--- config.mk ---
export PLATFORM = sky130hd
export DESIGN_NAME = edit_regs_gen_flat
export DESIGN_NICKNAME = d
export VERILOG_FILES = /design/src/rtl/edit_regs_if.sv /design/src/rtl/edit_regs_gen.sv /design/src/flat_wrapper.sv
export SDC_FILE = /design/constraint.sdc
export NUM_CORES = 1
export LEC_CHECK = 0
export ABC_AREA = 1
export CAP_MARGIN = 30
export CORE_MARGIN = 2
export CORE_UTILIZATION = 51
export CTS_BUF_LIST = sky130_fd_sc_hd__clkbuf_16
export DETAILED_ROUTE_END_ITERATION = 8
export GPL_TIMING_DRIVEN = 0
export PLACE_DENSITY_LB_ADDON = 0.1
export SYNTH_ARGS = -nofsm -noshare
export SYNTH_HDL_FRONTEND = slang
export SYNTH_SLANG_ARGS = --single-unit
--- constraint.sdc ---
create_clock -name clk -period 2.4 [get_ports clk]
set_clock_uncertainty 0.1 [all_clocks]
set_input_delay 0.24 -clock clk [delete_from_list [all_inputs] [get_ports clk]]
set_output_delay 0.24 -clock clk [all_outputs]
set_load 0.03 [all_outputs]
--- src/rtl/edit_regs_if.sv ---
`default_nettype none
// ============================================================================
// Module      : edit_regs_if
// Description : Panel-side bus for the digit editor: sampled button levels,
//               parallel load port, and the registered cursor/digit/pulse
//               outputs seen by display and register consumers.
// Revision    : 1.0 - initial release
// ============================================================================
interface edit_regs_if #(
  parameter int NUM_DIGITS = 32,
  parameter int CURSOR_W   = 5,
  parameter int DIGIT_W    = 4
) ();

  logic                          slow_clock;
  logic                          incDigit;
  logic                          decDigit;
  logic                          incSelection;
  logic                          decSelection;
  logic                          load;
  logic [NUM_DIGITS*DIGIT_W-1:0] load_value;
  logic [CURSOR_W-1:0]           digit;
  logic [NUM_DIGITS*DIGIT_W-1:0] values;
  logic [NUM_DIGITS-1:0]         doInc;
  logic [NUM_DIGITS-1:0]         doDec;

  // Panel / stimulus side: drives buttons and load, observes editor state.
  modport master (
    output slow_clock, incDigit, decDigit, incSelection, decSelection,
    output load, load_value,
    input  digit, values, doInc, doDec
  );

  // Editor side.
  modport slave (
    input  slow_clock, incDigit, decDigit, incSelection, decSelection,
    input  load, load_value,
    output digit, values, doInc, doDec
  );

endinterface
`default_nettype wire

--- src/rtl/edit_regs_gen.sv ---
`default_nettype none
// ============================================================================
// Module      : edit_regs_gen
// Description : Front-panel digit editor. Holds NUM_DIGITS radix-RADIX digits
//               and a cursor; buttons sampled on slow_clock ticks move the
//               cursor and inc/dec the selected digit with auto-repeat,
//               optional carry/borrow, and a saturating parallel load.
// Revision    : 1.0 - initial release
// ============================================================================
module edit_regs_gen #(
  parameter int NUM_DIGITS   = 32,
  parameter int CURSOR_W     = 5,
  parameter int RADIX        = 10,
  parameter int DIGIT_W      = 4,
  parameter int REPEAT_DELAY = 8,
  parameter int REPEAT_RATE  = 2,
  parameter int CARRY_EN     = 0
) (
  input  wire logic   clk,
  input  wire logic   reset,
  edit_regs_if.slave  bus
);

  localparam int C_CNT_MAX = (REPEAT_DELAY > REPEAT_RATE) ? REPEAT_DELAY : REPEAT_RATE;
  localparam int C_CNT_W   = $clog2(C_CNT_MAX + 1);

  localparam logic [DIGIT_W-1:0]  C_MAX_DIGIT = DIGIT_W'(RADIX - 1);
  localparam logic [CURSOR_W-1:0] C_LAST_POS  = CURSOR_W'(NUM_DIGITS - 1);
  localparam logic [C_CNT_W-1:0]  C_DELAY     = C_CNT_W'(REPEAT_DELAY);
  localparam logic [C_CNT_W-1:0]  C_RATE      = C_CNT_W'(REPEAT_RATE);

  typedef enum logic [1:0] {
    S_IDLE   = 2'd0,
    S_HOLD   = 2'd1,
    S_REPEAT = 2'd2
  } state_t;

  // Button history, updated only on slow ticks.
  logic r_prev_inc_digit, r_prev_dec_digit;
  logic r_prev_inc_sel,   r_prev_dec_sel;

  logic [CURSOR_W-1:0]   r_cursor;
  logic [DIGIT_W-1:0]    r_vals [NUM_DIGITS];
  logic [NUM_DIGITS-1:0] r_do_inc, r_do_dec;

  state_t               r_state, w_state_nx;
  logic [C_CNT_W-1:0]   r_cnt, w_cnt_nx, w_cnt_inc;
  logic                 r_dir, w_dir_nx;    // stored direction: 1 = decrement

  logic w_inc_press, w_dec_press, w_both_sel, w_stored_held;
  logic w_mv_up, w_mv_dn;
  logic w_edit, w_edit_dec, w_carry;
  logic [DIGIT_W-1:0]    w_vals_nx [NUM_DIGITS];
  logic [DIGIT_W-1:0]    w_load_sat [NUM_DIGITS];
  logic [NUM_DIGITS-1:0] w_onehot;
  logic [NUM_DIGITS*DIGIT_W-1:0] w_values_packed;

  assign w_inc_press   = bus.incSelection & ~r_prev_inc_sel;
  assign w_dec_press   = bus.decSelection & ~r_prev_dec_sel;
  assign w_both_sel    = bus.incSelection & bus.decSelection;
  assign w_stored_held = r_dir ? bus.decSelection : bus.incSelection;
  assign w_mv_up       = bus.slow_clock & bus.incDigit & ~r_prev_inc_digit;
  assign w_mv_dn       = bus.slow_clock & bus.decDigit & ~r_prev_dec_digit;
  assign w_cnt_inc     = r_cnt + C_CNT_W'(1);
  assign w_onehot      = NUM_DIGITS'(1) << r_cursor;

  // Capture button levels on each slow tick for edge detection.
  always_ff @(posedge clk) begin
    if (reset) begin
      r_prev_inc_digit <= 1'b0;
      r_prev_dec_digit <= 1'b0;
      r_prev_inc_sel   <= 1'b0;
      r_prev_dec_sel   <= 1'b0;
    end else if (bus.slow_clock) begin
      r_prev_inc_digit <= bus.incDigit;
      r_prev_dec_digit <= bus.decDigit;
      r_prev_inc_sel   <= bus.incSelection;
      r_prev_dec_sel   <= bus.decSelection;
    end
  end

  // Cursor moves on a single press edge; simultaneous presses cancel.
  always_ff @(posedge clk) begin
    if (reset) begin
      r_cursor <= '0;
    end else if (w_mv_up && !w_mv_dn) begin
      r_cursor <= (r_cursor == C_LAST_POS) ? '0 : r_cursor + CURSOR_W'(1);
    end else if (w_mv_dn && !w_mv_up) begin
      r_cursor <= (r_cursor == '0) ? C_LAST_POS : r_cursor - CURSOR_W'(1);
    end
  end

  // Repeat FSM state register.
  always_ff @(posedge clk) begin
    if (reset) begin
      r_state <= S_IDLE;
      r_cnt   <= '0;
      r_dir   <= 1'b0;
    end else begin
      r_state <= w_state_nx;
      r_cnt   <= w_cnt_nx;
      r_dir   <= w_dir_nx;
    end
  end

  // Repeat FSM next state and edit request; a released stored button falls
  // through to the press checks so an opposite press starts a new sequence.
  always_comb begin
    w_state_nx = r_state;
    w_cnt_nx   = r_cnt;
    w_dir_nx   = r_dir;
    w_edit     = 1'b0;
    w_edit_dec = r_dir;
    if (bus.slow_clock) begin
      if (w_both_sel) begin
        w_state_nx = S_IDLE;
      end else if (r_state != S_IDLE && w_stored_held) begin
        if (r_state == S_HOLD && w_cnt_inc == C_DELAY) begin
          w_edit     = 1'b1;
          w_cnt_nx   = '0;
          w_state_nx = S_REPEAT;
        end else if (r_state == S_REPEAT && w_cnt_inc == C_RATE) begin
          w_edit     = 1'b1;
          w_cnt_nx   = '0;
        end else begin
          w_cnt_nx   = w_cnt_inc;
        end
      end else if (w_inc_press) begin
        w_edit     = 1'b1;
        w_edit_dec = 1'b0;
        w_dir_nx   = 1'b0;
        w_cnt_nx   = '0;
        w_state_nx = S_HOLD;
      end else if (w_dec_press) begin
        w_edit     = 1'b1;
        w_edit_dec = 1'b1;
        w_dir_nx   = 1'b1;
        w_cnt_nx   = '0;
        w_state_nx = S_HOLD;
      end else begin
        w_state_nx = S_IDLE;
      end
    end
  end

  // Edit datapath: modify the cursor digit, then ripple wraps upward when
  // carry is enabled; a wrap out of the top digit is simply lost.
  always_comb begin
    w_vals_nx = r_vals;
    w_carry   = 1'b0;
    if (w_edit) begin
      for (int i = 0; i < NUM_DIGITS; i++) begin
        if (i == int'(r_cursor) ||
            (CARRY_EN != 0 && w_carry && i > int'(r_cursor))) begin
          if (w_edit_dec) begin
            w_carry      = (r_vals[i] == '0);
            w_vals_nx[i] = w_carry ? C_MAX_DIGIT : r_vals[i] - DIGIT_W'(1);
          end else begin
            w_carry      = (r_vals[i] == C_MAX_DIGIT);
            w_vals_nx[i] = w_carry ? '0 : r_vals[i] + DIGIT_W'(1);
          end
        end
      end
    end
  end

  // Load data with out-of-range fields clamped to the largest legal digit.
  always_comb begin
    for (int i = 0; i < NUM_DIGITS; i++) begin
      w_load_sat[i] = (32'(bus.load_value[i*DIGIT_W +: DIGIT_W]) >= RADIX)
                      ? C_MAX_DIGIT : bus.load_value[i*DIGIT_W +: DIGIT_W];
    end
  end

  // Digit registers and edit pulses; load overrides any same-cycle edit.
  always_ff @(posedge clk) begin
    if (reset) begin
      r_vals   <= '{default: '0};
      r_do_inc <= '0;
      r_do_dec <= '0;
    end else if (bus.load) begin
      r_vals   <= w_load_sat;
      r_do_inc <= '0;
      r_do_dec <= '0;
    end else begin
      r_vals   <= w_vals_nx;
      r_do_inc <= (w_edit && !w_edit_dec) ? w_onehot : '0;
      r_do_dec <= (w_edit &&  w_edit_dec) ? w_onehot : '0;
    end
  end

  // Flatten digit registers onto the packed output bus.
  always_comb begin
    w_values_packed = '0;
    for (int i = 0; i < NUM_DIGITS; i++) begin
      w_values_packed[i*DIGIT_W +: DIGIT_W] = r_vals[i];
    end
  end

  assign bus.values = w_values_packed;
  assign bus.digit  = r_cursor;
  assign bus.doInc  = r_do_inc;
  assign bus.doDec  = r_do_dec;

endmodule
`default_nettype wire

--- src/flat_wrapper.sv ---
// flat-port wrapper written by rule: the top's interface ports become plain ports
module edit_regs_gen_flat 
#(
  parameter int NUM_DIGITS   = 32,
  parameter int CURSOR_W     = 5,
  parameter int RADIX        = 10,
  parameter int DIGIT_W      = 4,
  parameter int REPEAT_DELAY = 8,
  parameter int REPEAT_RATE  = 2,
  parameter int CARRY_EN     = 0
)
  (clk, reset, bus_slow_clock, bus_incDigit, bus_decDigit, bus_incSelection, bus_decSelection, bus_load, bus_load_value, bus_digit, bus_values, bus_doInc, bus_doDec);
  edit_regs_if #(.NUM_DIGITS(NUM_DIGITS), .CURSOR_W(CURSOR_W), .DIGIT_W(DIGIT_W)) bus_i ();
  input  wire logic clk;
  input  wire logic reset;
  input wire logic [$bits(bus_i.slow_clock)-1:0] bus_slow_clock;
  input wire logic [$bits(bus_i.incDigit)-1:0] bus_incDigit;
  input wire logic [$bits(bus_i.decDigit)-1:0] bus_decDigit;
  input wire logic [$bits(bus_i.incSelection)-1:0] bus_incSelection;
  input wire logic [$bits(bus_i.decSelection)-1:0] bus_decSelection;
  input wire logic [$bits(bus_i.load)-1:0] bus_load;
  input wire logic [$bits(bus_i.load_value)-1:0] bus_load_value;
  output wire logic [$bits(bus_i.digit)-1:0] bus_digit;
  output wire logic [$bits(bus_i.values)-1:0] bus_values;
  output wire logic [$bits(bus_i.doInc)-1:0] bus_doInc;
  output wire logic [$bits(bus_i.doDec)-1:0] bus_doDec;
  assign bus_i.slow_clock = bus_slow_clock;
  assign bus_i.incDigit = bus_incDigit;
  assign bus_i.decDigit = bus_decDigit;
  assign bus_i.incSelection = bus_incSelection;
  assign bus_i.decSelection = bus_decSelection;
  assign bus_i.load = bus_load;
  assign bus_i.load_value = bus_load_value;
  assign bus_digit = bus_i.digit;
  assign bus_values = bus_i.values;
  assign bus_doInc = bus_i.doInc;
  assign bus_doDec = bus_i.doDec;
  edit_regs_gen #(.NUM_DIGITS(NUM_DIGITS), .CURSOR_W(CURSOR_W), .RADIX(RADIX), .DIGIT_W(DIGIT_W), .REPEAT_DELAY(REPEAT_DELAY), .REPEAT_RATE(REPEAT_RATE), .CARRY_EN(CARRY_EN)) u_core (.clk(clk), .reset(reset), .bus(bus_i));
endmodule
==> out/qor.yml <==
worst_hold_path:
  whs_endpoint: "u_core.r_prev_dec_digit$_SDFFE_PP0P_"
  hp-start: "bus_decDigit"
  holdPathStages: 3
  min_path_type: "in2reg"
drt:
  viasPerCell: 5.81
  drt_pass1_iterations: 8
  vias: 17300
  initialDrtViolationCount: 1967
  antenna_left: 0
  wirelength_microns: 55200
  wl_per_cell_microns: 18.5
  drc: 0
worst_setup_path:
  arrival_ns: 2.72
  critical_path.startpoint: "reset"
  ff2ff_path_depth: 9
  path_max_fanout: 10
  cp_cell_sequence: "clkdlybuf4s50_1 > inv_1 > clkbuf_1 > buf_1 > nand2_1 > nor2_1"
  crit_family: "buffers and inverters"
  max_stage_delay_ns: 0.72
  critical_path_required_ns: 2.78
  cp-end-kind: "register"
  path_class: "in2reg"
  crit_buf_inv: 4
  r2r_end: "u_core.bus.values[120]$_SDFFE_PP0P_"
  cp_slowest_cell: "clkbuf_1"
  reg2reg_slack_ns: 0.12
  startpoint_type: "primary input"
  r2r-start: "u_core.bus.digit[0]$_SDFFE_PP0P_"
placement:
  io_buffers: 332
  dp_hpwl_microns: 40800
  place_congestion: 0.989
  dp_slack_ns: -0.776
global_routing:
  antenna_found_initial: 0
  grt_pass1_vias: 15700
  grt_usage_pct: 37.9
  grt_max_degree: 14
  grt.overflow.total: 0
  grt_pass1_wl_microns: 83600
yosys:
  yosysSeqAreaShare_pct: 31.2
  synth_top_area_cell: "dfxtp_1"
  synth_ff_type: "dfxtp_1"
  synthesis.instances: 2267
  synth.area.top_cells: "dfxtp_1, nor2_1, nand2_1"
  synth.most_common_cell: "nor2_1"
  synthTopCellsByCount: "nor2_1, nand2_1, nand3_1"
  yosysTopAreaCellShare_pct: 31.2
  ys_ff_latch: 208
  ys_async_sr_fraction_pct: 0
  yosys_warnings: 0
  yosysUniqueCellTypes: 34
  syn_area_sq_um: 13300
  synth_area_per_cell_sq_um: 5.88
  synth_nets: 2416
  synth_edf_count: 0
cells_and_area:
  synthToLayoutAreaGrowth_pct: 34.4
  drive_above_1_share_pct: 5.79
  multiInputGateArea_sq_um: 8130
  fill_cells: 2313
  diodes: 0
  fin_nets: 2774
  seq_area_sq_um: 4170
cts:
  root_buffer: "clkbuf_16"
  post-cts-setup-buffer-count: 0
  clk_pin_slew_worst_paths_ns: 0.06
  clock_sinks: 208
  numCtsBuffers: 24
  ctsResizeCount: 7
  cts_buffer_depth: 3
  ctsHoldBuffers: 0
  htree_levels: 1
  worstSkewPairLatency_ns: 0.55
  tritoncts: "built"
power_and_ir_drop:
  p_switching_mw: 4.12
  swShare_pct: 37.2
  p_seq_share_pct: 36.1
  power_frac_comb_pct: 31.1
  vdd_ir_drop_max_mv: 0.639
  power-per-cell-area_nw_per_um2: 618
  p_int_mw: 6.96
  power_frac_clock_pct: 32.8
  leakage_nw: 8.00
timing:
  worst_slack_ns: 0.0531
  grt_setup_unrepaired: "true"
  fin_crit_ns: 2.35
  tightest_slew_ns: 0.895
  setup_viol: 0
  max_clock_freq_mhz: 426
  setup_tns_ns: 0
  slew_headroom_pct: 40.3
  min_period_over_period_pct: 97.8
  report.final.slew_viol_count: 0
  final_hold_viol_count: 0
die:
  io_pins: 333
  dieHeight_microns: 166
  start_util_pct: 51.6
  coreArea_sq_um: 25800
  die_w_microns: 166
  fp.dieArea_sq_um: 27400
  row_count: 59
run:
  maxCapViolCount: 0
run_status:
  status: "complete, no violations"
==> cell type report <==
cell class,instances,share of cell area [%]
buffer,93,2.51
timing repair buffer,332,18.6
inverter,175,3.67
clock buffer,24,3.35
multi-input combinational,1791,45.4
tap,335,2.34
clock inverter,19,0.894
sequential,208,23.3
==> sequential cells by signal (all words and copies together), names as in the netlist <==
signal and flops:
u_core.bus.values 128, u_core.bus.doDec 32, u_core.bus.doInc 32, u_core.bus.digit 5, u_core.r_cnt 4, u_core.r_state 2, u_core.r_dir 1, u_core.r_prev_dec_digit 1
u_core.r_prev_dec_sel 1, u_core.r_prev_inc_digit 1, u_core.r_prev_inc_sel 1
==> metal layers <==
layer,up-vias,GRT usage (%),wire length [microns]
met5,-,0,0
met4,0,22.1,3400
met3,227,9.08,6790
met2,1188,59.1,23900
met1,7759,47.8,21100
li1,8137,-,-
==> cell usage in the layout, fill, tap and decap left out, drive strengths merged, types with 2 or more instances in the layout <==
cell / instances
a21oi: 56
a22o: 5
a22oi: 25
buf: 40
bufinv: 2
clkbuf: 76
clkdlybuf4s50: 332
clkinv: 13
clkinvlp: 2
dfxtp: 208
ha: 13
inv: 177
nand2: 512
nand3: 324
nand4: 2
nor2: 544
nor3: 32
o211ai: 30
o21ai: 200
o22ai: 26
or2: 8
xor2: 9
==> kinds of logic after synthesis <==
family | synth area share, %
AOI/OAI and AO/OA | 14.4
xor gates and xnor gates | 0.657
adders and majority gates | 1.22
buffers and inverters | 8.16
DFF | 31.2
and+or+nand+nor | 44.3
==> power groups by stage <==
stage                     sequential [mW]  combinational (mW)  clock, mW
after global placement               4.04                3.28          0
after CTS                            3.98                3.35       3.63
after floorplan                      4.35                1.72          0
after detailed placement             4.05                3.33          0
final                                4.00                3.44       3.64
after global routing                 4.03                3.72       3.78
==> stage by stage <==
stage	power, mW	instance area [sq um]	utilization (%)	instances	hold slack [ns]
2_1_floorplan	6.07	13300	-	2267	0.236
3_3_place_gp	7.32	17100	66.1	2934	0.345
3_5_place_dp	7.38	17100	66.1	2934	0.356
4_1_cts	11.0	17800	69.1	2977	0.191
5_1_grt	11.5	17900	69.3	2977	0.203
6_report	11.1	17900	69.3	2977	0.195
==> worst reg2reg max path, cell delays in order, from the launching register on <==
cell and delay, ns:
dfxtp_1 0.38, inv_1 0.19, ha_1 0.19, inv_1 0.11, nor3_1 0.51, nand3_1 0.21, nand2_1 0.24, nand3_1 0.11
nand2_1 0.07, nor2_1 0.05
==> how the worst max path moves through the flow <==
stage | endpoint | slack (ns) | cells after the start
after floorplan | u_core.bus.digit[4]$_SDFFE_PP0P_ | 0.29 | 7
after global placement | u_core.bus.doDec[7]$_SDFF_PP0_ | -0.80 | 6
after detailed placement | u_core.bus.doDec[3]$_SDFF_PP0_ | -0.78 | 6
after CTS | u_core.bus.values[73]$_SDFFE_PP0P_ | 0.004 | 13
after global routing | u_core.bus.values[61]$_SDFFE_PP0P_ | 0.006 | 13
final | u_core.bus.values[60]$_SDFFE_PP0P_ | 0.05 | 6
(Power assumes the default switching activity.)
